### config.mk
export PLATFORM = sky130hd
export DESIGN_NAME = prime_gen_flat
export DESIGN_NICKNAME = d
export VERILOG_FILES = /design/src/rtl/prime_gen_if.sv /design/src/rtl/prime_gen.sv /design/src/flat_wrapper.sv
export SDC_FILE = /design/constraint.sdc
export NUM_CORES = 1
export LEC_CHECK = 0
export ABC_CLOCK_PERIOD_IN_PS = 7800
export CORE_ASPECT_RATIO = 0.9
export CORE_MARGIN = 5
export CORE_UTILIZATION = 60
export DETAILED_ROUTE_END_ITERATION = 8
export GPL_TIMING_DRIVEN = 1
export PLACE_DENSITY = 0.91
export SLEW_MARGIN = 30
export SYNTH_ARGS = -nofsm -noshare
export SYNTH_HDL_FRONTEND = slang
export SYNTH_SLANG_ARGS = --single-unit
export TNS_END_PERCENT = 1
### constraint.sdc
create_clock -name clk -period 7.8 [get_ports clk]
set_input_delay 1.56 -clock clk [delete_from_list [all_inputs] [get_ports clk]]
set_output_delay 1.56 -clock clk [all_outputs]
set_load 0.1 [all_outputs]
### src/rtl/prime_gen_if.sv
// Handshake and data bundle between the prime enumerator and its user.
// The master side drives the request and consumer handshake; the slave
// side (prime_gen) returns primes, status and the accepted-prime count.
`timescale 1ns/1ps

interface prime_gen_if;
  logic       start;
  logic [8:0] limit;
  logic [8:0] prime;
  logic       valid;
  logic       ready;
  logic       busy;
  logic       done;
  logic [6:0] count;

  modport master (
    output start, limit, ready,
    input  prime, valid, busy, done, count
  );

  modport slave (
    input  start, limit, ready,
    output prime, valid, busy, done, count
  );
endinterface

### src/rtl/prime_gen.sv
// Enumerates every prime from 2 up to an inclusive 9-bit limit, in order,
// by trial division with repeated subtraction. Each prime is offered with a
// valid/ready handshake and the run ends with a one-cycle done pulse.
// Optional feature: define PRIME_GEN_COUNT_EN to build the accepted-prime
// counter; without it the count port is tied to zero.
`timescale 1ns/1ps

module prime_gen (
  input logic       clk,
  input logic       rst,
  prime_gen_if.slave bus
);

  typedef enum logic [2:0] {
    IDLE,
    NEXT,
    CHECK,
    MOD,
    EMIT,
    DONE
  } state_t;

  state_t      state, state_n;

  // Candidate, divisor and remainder are 10 bits so the candidate can step
  // past a limit of 511 without wrapping back into range.
  logic [9:0]  cand, cand_n;
  logic [9:0]  d, d_n;
  logic [9:0]  r, r_n;
  logic [8:0]  lim, lim_n;
  logic [8:0]  prime_q, prime_n;

  // Full-width square of the divisor; it can never truncate.
  logic [19:0] dsq;
  logic        accept;

  assign dsq    = {10'd0, d} * {10'd0, d};
  assign accept = (state == EMIT) && bus.ready;

  assign bus.valid = (state == EMIT);
  assign bus.busy  = (state != IDLE);
  assign bus.done  = (state == DONE);
  assign bus.prime = prime_q;

  // Next-state and datapath update: everything holds unless the state says otherwise.
  always_comb begin
    state_n = state;
    cand_n  = cand;
    d_n     = d;
    r_n     = r;
    lim_n   = lim;
    prime_n = prime_q;
    case (state)
      IDLE: begin
        if (bus.start) begin
          lim_n   = bus.limit;
          cand_n  = 10'd2;
          state_n = NEXT;
        end
      end
      NEXT: begin
        if (cand > {1'b0, lim}) begin
          state_n = DONE;
        end else begin
          d_n     = 10'd2;
          state_n = CHECK;
        end
      end
      CHECK: begin
        if (dsq > {10'd0, cand}) begin
          // No divisor up to sqrt(candidate) divided it, so it is prime.
          // The candidate is at most the 9-bit limit here, so bit 9 is zero.
          prime_n = cand[8:0];
          state_n = EMIT;
        end else begin
          r_n     = cand;
          state_n = MOD;
        end
      end
      MOD: begin
        if (r >= d) begin
          r_n = r - d;
        end else if (r == 10'd0) begin
          cand_n  = cand + 10'd1;
          state_n = NEXT;
        end else begin
          d_n     = d + 10'd1;
          state_n = CHECK;
        end
      end
      EMIT: begin
        if (bus.ready) begin
          cand_n  = cand + 10'd1;
          state_n = NEXT;
        end
      end
      DONE: begin
        state_n = IDLE;
      end
      default: begin
        state_n = IDLE;
      end
    endcase
  end

  // State and datapath registers, cleared immediately by reset.
  always_ff @(posedge clk or posedge rst) begin
    if (rst) begin
      state   <= IDLE;
      cand    <= 10'd0;
      d       <= 10'd0;
      r       <= 10'd0;
      lim     <= 9'd0;
      prime_q <= 9'd0;
    end else begin
      state   <= state_n;
      cand    <= cand_n;
      d       <= d_n;
      r       <= r_n;
      lim     <= lim_n;
      prime_q <= prime_n;
    end
  end

`ifdef PRIME_GEN_COUNT_EN
  logic [6:0] count_q;

  // Accepted-prime counter: cleared by an accepted start, held after the run ends.
  always_ff @(posedge clk or posedge rst) begin
    if (rst) begin
      count_q <= 7'd0;
    end else if ((state == IDLE) && bus.start) begin
      count_q <= 7'd0;
    end else if (accept) begin
      count_q <= count_q + 7'd1;
    end
  end

  assign bus.count = count_q;
`else
  logic unused_accept;

  assign unused_accept = accept;
  assign bus.count     = 7'd0;
`endif

endmodule

### src/flat_wrapper.sv
// flat-port wrapper written by rule: the top's interface ports become plain ports
module prime_gen_flat 
  (clk, rst, bus_start, bus_limit, bus_ready, bus_prime, bus_valid, bus_busy, bus_done, bus_count);
  prime_gen_if bus_i ();
  input logic clk;
  input logic rst;
  input wire logic [$bits(bus_i.start)-1:0] bus_start;
  input wire logic [$bits(bus_i.limit)-1:0] bus_limit;
  input wire logic [$bits(bus_i.ready)-1:0] bus_ready;
  output wire logic [$bits(bus_i.prime)-1:0] bus_prime;
  output wire logic [$bits(bus_i.valid)-1:0] bus_valid;
  output wire logic [$bits(bus_i.busy)-1:0] bus_busy;
  output wire logic [$bits(bus_i.done)-1:0] bus_done;
  output wire logic [$bits(bus_i.count)-1:0] bus_count;
  assign bus_i.start = bus_start;
  assign bus_i.limit = bus_limit;
  assign bus_i.ready = bus_ready;
  assign bus_prime = bus_i.prime;
  assign bus_valid = bus_i.valid;
  assign bus_busy = bus_i.busy;
  assign bus_done = bus_i.done;
  assign bus_count = bus_i.count;
  prime_gen u_core (.clk(clk), .rst(rst), .bus(bus_i));
endmodule
* After elaboration in Yosys (flattened, before gate mapping)
Cells that the tools add are included.
** Storage, ports and cells
- Output and inout port bits :: 19
- Bits in registers :: 51
- Bits of input ports :: 13
** Operators by class
- Reduce and logical (&&, ||, !) cells :: 12
- Add/subtract/negate cells :: 3
- Multiplexer cells :: 19
- Equal/unequal tests :: 13
- Multiply operators :: 1
- Order comparisons :: 3
** Operator list (count)
- 10-bit two-way mux :: 9
- 10-bit one-hot mux with 2 select lines :: 2
- 10-bit one-hot mux with 3 select lines :: 1
- 10-bit by 1-bit adder with 10-bit output (second input constant) :: 2
- 20-bit by 10-bit > comparator with 1-bit output :: 1
- 10-bit by 10-bit multiplier with 20-bit output :: 1
- 3-bit two-way mux :: 5
- 3-bit one-hot mux with 5 select lines :: 1
- 2-bit inequality test (second input constant) :: 6
- 10-bit >= comparator :: 1
- 10-bit by 9-bit > comparator with 1-bit output :: 1
- 10-bit zero test :: 1
- 10-bit subtractor :: 1
- 3-bit by 2-bit == test with 1-bit output (second input constant) :: 2
- 3-bit == test (second input constant) :: 2
- 3-bit AND reduction :: 2
- 3-bit nonzero test :: 2
- 5-bit AND reduction :: 1
- 2-bit by 1-bit inequality test with 1-bit output (second input constant) :: 2
- 2-bit AND reduction :: 2
- 4-bit AND reduction :: 1
- 2-bit nonzero test :: 2
- 3-bit by 1-bit == test with 1-bit output (second input constant) :: 1
- 3-bit zero test :: 1
- 2-bit two-way mux :: 1

* Depth between registers and ports, before layout
- Depth in word-level cells :: 4
- Gate-level depth with buffers :: 26
- Mapped depth without buffers :: 24

* Worst setup path after synthesis
No wires, ideal clock.
- Kind :: reg2reg
- From :: register u_core.d[1]
- To :: register u_core.r[2]
- Data arrival time :: 6.380 ns
- Buffers on the path :: 1
- Stages on the path, launching flop included :: 24
- Slack :: 1.295 ns
- Data required time :: 7.675 ns
- Cell sequence :: dfrtp_1 > inv_1 > nor2_1 > fa_1 > fa_1 > ha_1 > fa_1 > inv_1 > fa_1 > inv_1 > ha_1 > and2_4 > a221oi_2 > a21oi_1 > nor2_1 > xnor2_1 > ha_1 > a22o_1 > o41ai_1 > o2111ai_1 > a2111oi_4 > a31oi_1 > buf_6 > mux2_4
** Between the ends
- Longest elaborated chain between the ends :: 4
- Elaborated cells between the ends (all ways) :: 9
- Those cells by class :: add/sub: 1; mul: 1; order compare: 2; eq/ne: 2; mux: 2; reduce/logical: 1
** Ends and longest elaborated chain
- start: declaration :: RTL line prime_gen.sv:28 : logic [9:0] d, d_n;
- start signal: assignment :: RTL line prime_gen.sv:118 : d <= d_n;
- 10-bit by 10-bit multiplier with 20-bit output :: RTL line prime_gen.sv:37 : assign dsq = {10'd0, d} * {10'd0, d};
- 20-bit by 10-bit > comparator with 1-bit output :: RTL line prime_gen.sv:70 : if (dsq > {10'd0, cand}) begin
- 2-bit inequality test (no line)
- 3-bit AND reduction (no line)
- end signal: assignment :: RTL line prime_gen.sv:119 : r <= r_n;
- end: declaration :: RTL line prime_gen.sv:29 : logic [9:0] r, r_n;
Parallel ways exist; a longest one is shown, timed or not. The select of a mux whose other input is x is not followed.
A chain may end at the register's enable or synchronous reset.

* Worst setup path after layout
- From :: register u_core.d[5]
- To :: register u_core.prime_q[5] (netlist: u_core.bus.prime[5])
** Between the ends
- Longest elaborated chain between the ends :: 3
** Ends and longest elaborated chain
- 10-bit by 10-bit multiplier with 20-bit output :: RTL line prime_gen.sv:37
- 20-bit by 10-bit > comparator with 1-bit output :: RTL line prime_gen.sv:70
- 2-bit AND reduction (no line)
- end signal: assignment :: RTL line prime_gen.sv:121 : prime_q <= prime_n;
- end: declaration :: RTL line prime_gen.sv:31 : logic [8:0] prime_q, prime_n;
Every way passes these cells.

==> flow_metrics.env <==
export IMPL_rsz0062_at_grt="false"
export IMPL_numCtsBuffers=5
export IMPL_dp_hpwl_um=12000
export IMPL_post_place_ws_ns=0.517
export IMPL_cts_hold_buf=0
export IMPL_grt_use_total=0.250
export IMPL_cp_end_kind="register"
export IMPL_grt_max_degree=52
export IMPL_async_flop_share=1.00
export IMPL_synth_top_area_share=0.209
export IMPL_fp_dieW_um=116
export IMPL_maxCapViolCount=0
export IMPL_overflow=0
export IMPL_area_growth_syn_to_layout_pct=7.89
export IMPL_synth_edff_count=0
export IMPL_outcome="finished, final reports clean"
export IMPL_finalClockSkew_ns=0.00737
export IMPL_synth_area_leader_cell="dfrtp_1"
export IMPL_avgSynthCellArea_um2=8.83
export IMPL_die_h_um=106
export IMPL_io_buffers=24
export IMPL_cts_root_buf="clkbuf_16"
export IMPL_core_mm2=0.0101
export IMPL_ys_seq_area_frac=0.209
export IMPL_drc_errors=0
export IMPL_worstMarginPinSlew_ns=1.01
export IMPL_grt_pass1_wl_um=24800
export IMPL_rows=35
export IMPL_vias=5069
export IMPL_ys_ff_latch=51
export IMPL_firstDrtPassIters=5
export IMPL_synthCells=693
export IMPL_p_per_area_mw_per_mm2=262
export IMPL_fin_tns_setup_ns=0
export IMPL_post_cts_resized=0
export IMPL_startpoint="u_core.d[5]"
export IMPL_postCtsSetupBuffers=0
export IMPL_via_per_inst=6.03
export IMPL_cts_tree="yes"
export IMPL_grt_pass1_vias=5362
export IMPL_setup_violations=0
export IMPL_syn_area_mm2=0.00612
export IMPL_diodes=0
export IMPL_arrival_ns=7.56
export IMPL_finalCriticalPeriod_ns=7.39
export IMPL_ir_drop_uv=278
export IMPL_worst_r2r_startpoint="u_core.d[5]"
export IMPL_yosys_area_share_simple=0.160
export IMPL_crit_fanout=9
export IMPL_drive_above_1_share=0.0548
export IMPL_die_area_mm2=0.0123
export IMPL_ys_top_cells_by_area="dfrtp_1, ha_1, fa_1, inv_1, nor2_1"
export IMPL_h_tree_depth=2
export IMPL_n_fill_cell=789
export IMPL_ant_nets=0
export IMPL_io_pins=32
export IMPL_synthFlopType="dfrtp_1"
export IMPL_synth_xor_area_frac=0.0472
export IMPL_hold_violations=0
export IMPL_synth_fa_ha_area_frac=0.314
export IMPL_p_leak_uw=0.00342
export IMPL_clock_latency_ns=0.29
export IMPL_fin_nets=849
export IMPL_synth_compound_area_frac=0.131
export IMPL_cts_num_sinks=51
export IMPL_synth_top_family_by_area="adder cells"
export IMPL_postLayoutCoreUtil=0.653
export IMPL_setup_worst_path_class="register to register"
export IMPL_min_period_over_period=0.948
export IMPL_layout_setup_ws_ns=0.406
export IMPL_slew_limit_headroom=0.323
export IMPL_synth_distinct_cells=62
export IMPL_hp_class="register to register"
export IMPL_finalWirelength_um=14600
export IMPL_hp_start="u_core.bus.prime[1]"
export IMPL_initial_core_util=0.605
export IMPL_synthMuxAreaShare=0.0521
export IMPL_yosys_warnings=0
export IMPL_clkTransAtPathRegs_ns=0.07
export IMPL_place_congestion=0.946
export IMPL_wl_per_cell_um=17.3
export IMPL_required_ns=7.97
export IMPL_clk_path_buf_depth=2
export IMPL_initialDrtViolationCount=309
export IMPL_cp_start_kind="register"
export IMPL_antenna_found_initial=0
export IMPL_fmax_mhz=135
export IMPL_finalMaxSlewViolations=0
cells by family after synthesis:
kind of cell	Yosys count
and+or+nand+nor	207
other	1
buffers and inverters	130
adders and majority gates	125
xor gates and xnor gates	33
muxes	26
DFF	51
AOI/OAI and AO/OA	120
synth_stat cells (7+ instances only):
library cell  count
xnor2_1          27
fa_1             48
nand3_1           7
nand4_1          18
nand2b_1          9
mux2_2           13
a21oi_1          30
nand2_1          49
inv_1           100
dfrtp_1          51
buf_4             7
a21o_1           16
ha_1             77
nor3_1           12
o21ai_0          31
clkbuf_1         13
nor2_1           78
final timing paths:
| check | endpoint | slack (ns) | cells after the start |
|---|---|---|---|
| setup / recovery | u_core.bus.prime[5] | 0.41 | 22 |
| hold / removal | u_core.bus.prime[1] | 0.51 | 1 |
| setup reg to reg | u_core.bus.prime[5] | 0.41 | 22 |
| hold reg to reg | u_core.bus.prime[1] | 0.51 | 1 |
| max in group asynchronous | u_core.r[7] | 5.64 | 2 |
| min in group asynchronous | u_core.lim[4] | 1.71 | 2 |
cell usage in the layout (no fill, tap or decap), drive strengths merged, types with 19 or more instances in the layout:
cell type      netlist  layout
inv                102     102
nor2                78      78
ha                  77      77
dfrtp               51      51
nand2               49      49
fa                  48      48
o21ai               31      31
a21oi               30      30
xnor2               27      27
clkdlybuf4s50        0      24
mux2                19      19
critical path: stages, from the launching register on:
cell       delay (ns)
dfrtp_1          0.44
clkinv_1         0.30
nor2_1           0.32
fa_1             0.49
fa_1             0.47
ha_1             0.33
fa_1             0.56
inv_1            0.06
fa_1             0.54
inv_1            0.05
ha_1             0.36
and2_4           0.17
a221oi_2         0.30
a21oi_1          0.17
nor2_1           0.16
xnor2_1          0.14
ha_1             0.28
a22o_1           0.22
o41ai_1          0.38
o2111ai_1        0.25
a2111oi_4        0.52
a31oi_2          0.37
mux2_2           0.39
per-layer routing:
metal	wire [µm]	global-route usage	vias to the layer above
met1	5850	0.316	2446
li1	-	-	2363
met5	0	0	-
met4	531	0.104	0
met2	7150	0.421	210
met3	1040	0.0431	50
state kept, by name, indices dropped and copies added (netlist names):
signal,cells
u_core.cand,10
u_core.lim,9
u_core.state,3
u_core.r,10
u_core.bus.prime,9
u_core.d,10
layout make-up:
cell class | count | area (µm²) | share of cell area
multi-input cells | 518 | 4350 | 0.659
flip-flops and latches | 51 | 1280 | 0.193
inverters | 108 | 408 | 0.0618
repair buffers | 27 | 263 | 0.0398
well taps | 129 | 161 | 0.0244
clock buffers | 6 | 129 | 0.0195
clock inverters | 2 | 17.5 | 0.00265
through the flow:
step	hold slack (ns)	total power (µW)	instances	area [µm²]
6_report	0.506	1730	841	6600
5_1_grt	0.541	1850	841	6600
4_1_cts	0.515	1720	841	6600
3_5_place_dp	0.502	1500	833	6450
3_3_place_gp	0.491	1450	833	6450
2_1_floorplan	0.487	1340	699	6140
report_power, final:
part	total, µW	internal (µW)	switching [µW]	leakage, µW
sequential	430	346	83.5	0.000673
clock	218	120	97.6	0.0000710
combinational	1080	417	667	0.00268
Note: power is estimated with default switching activity, not from simulation.
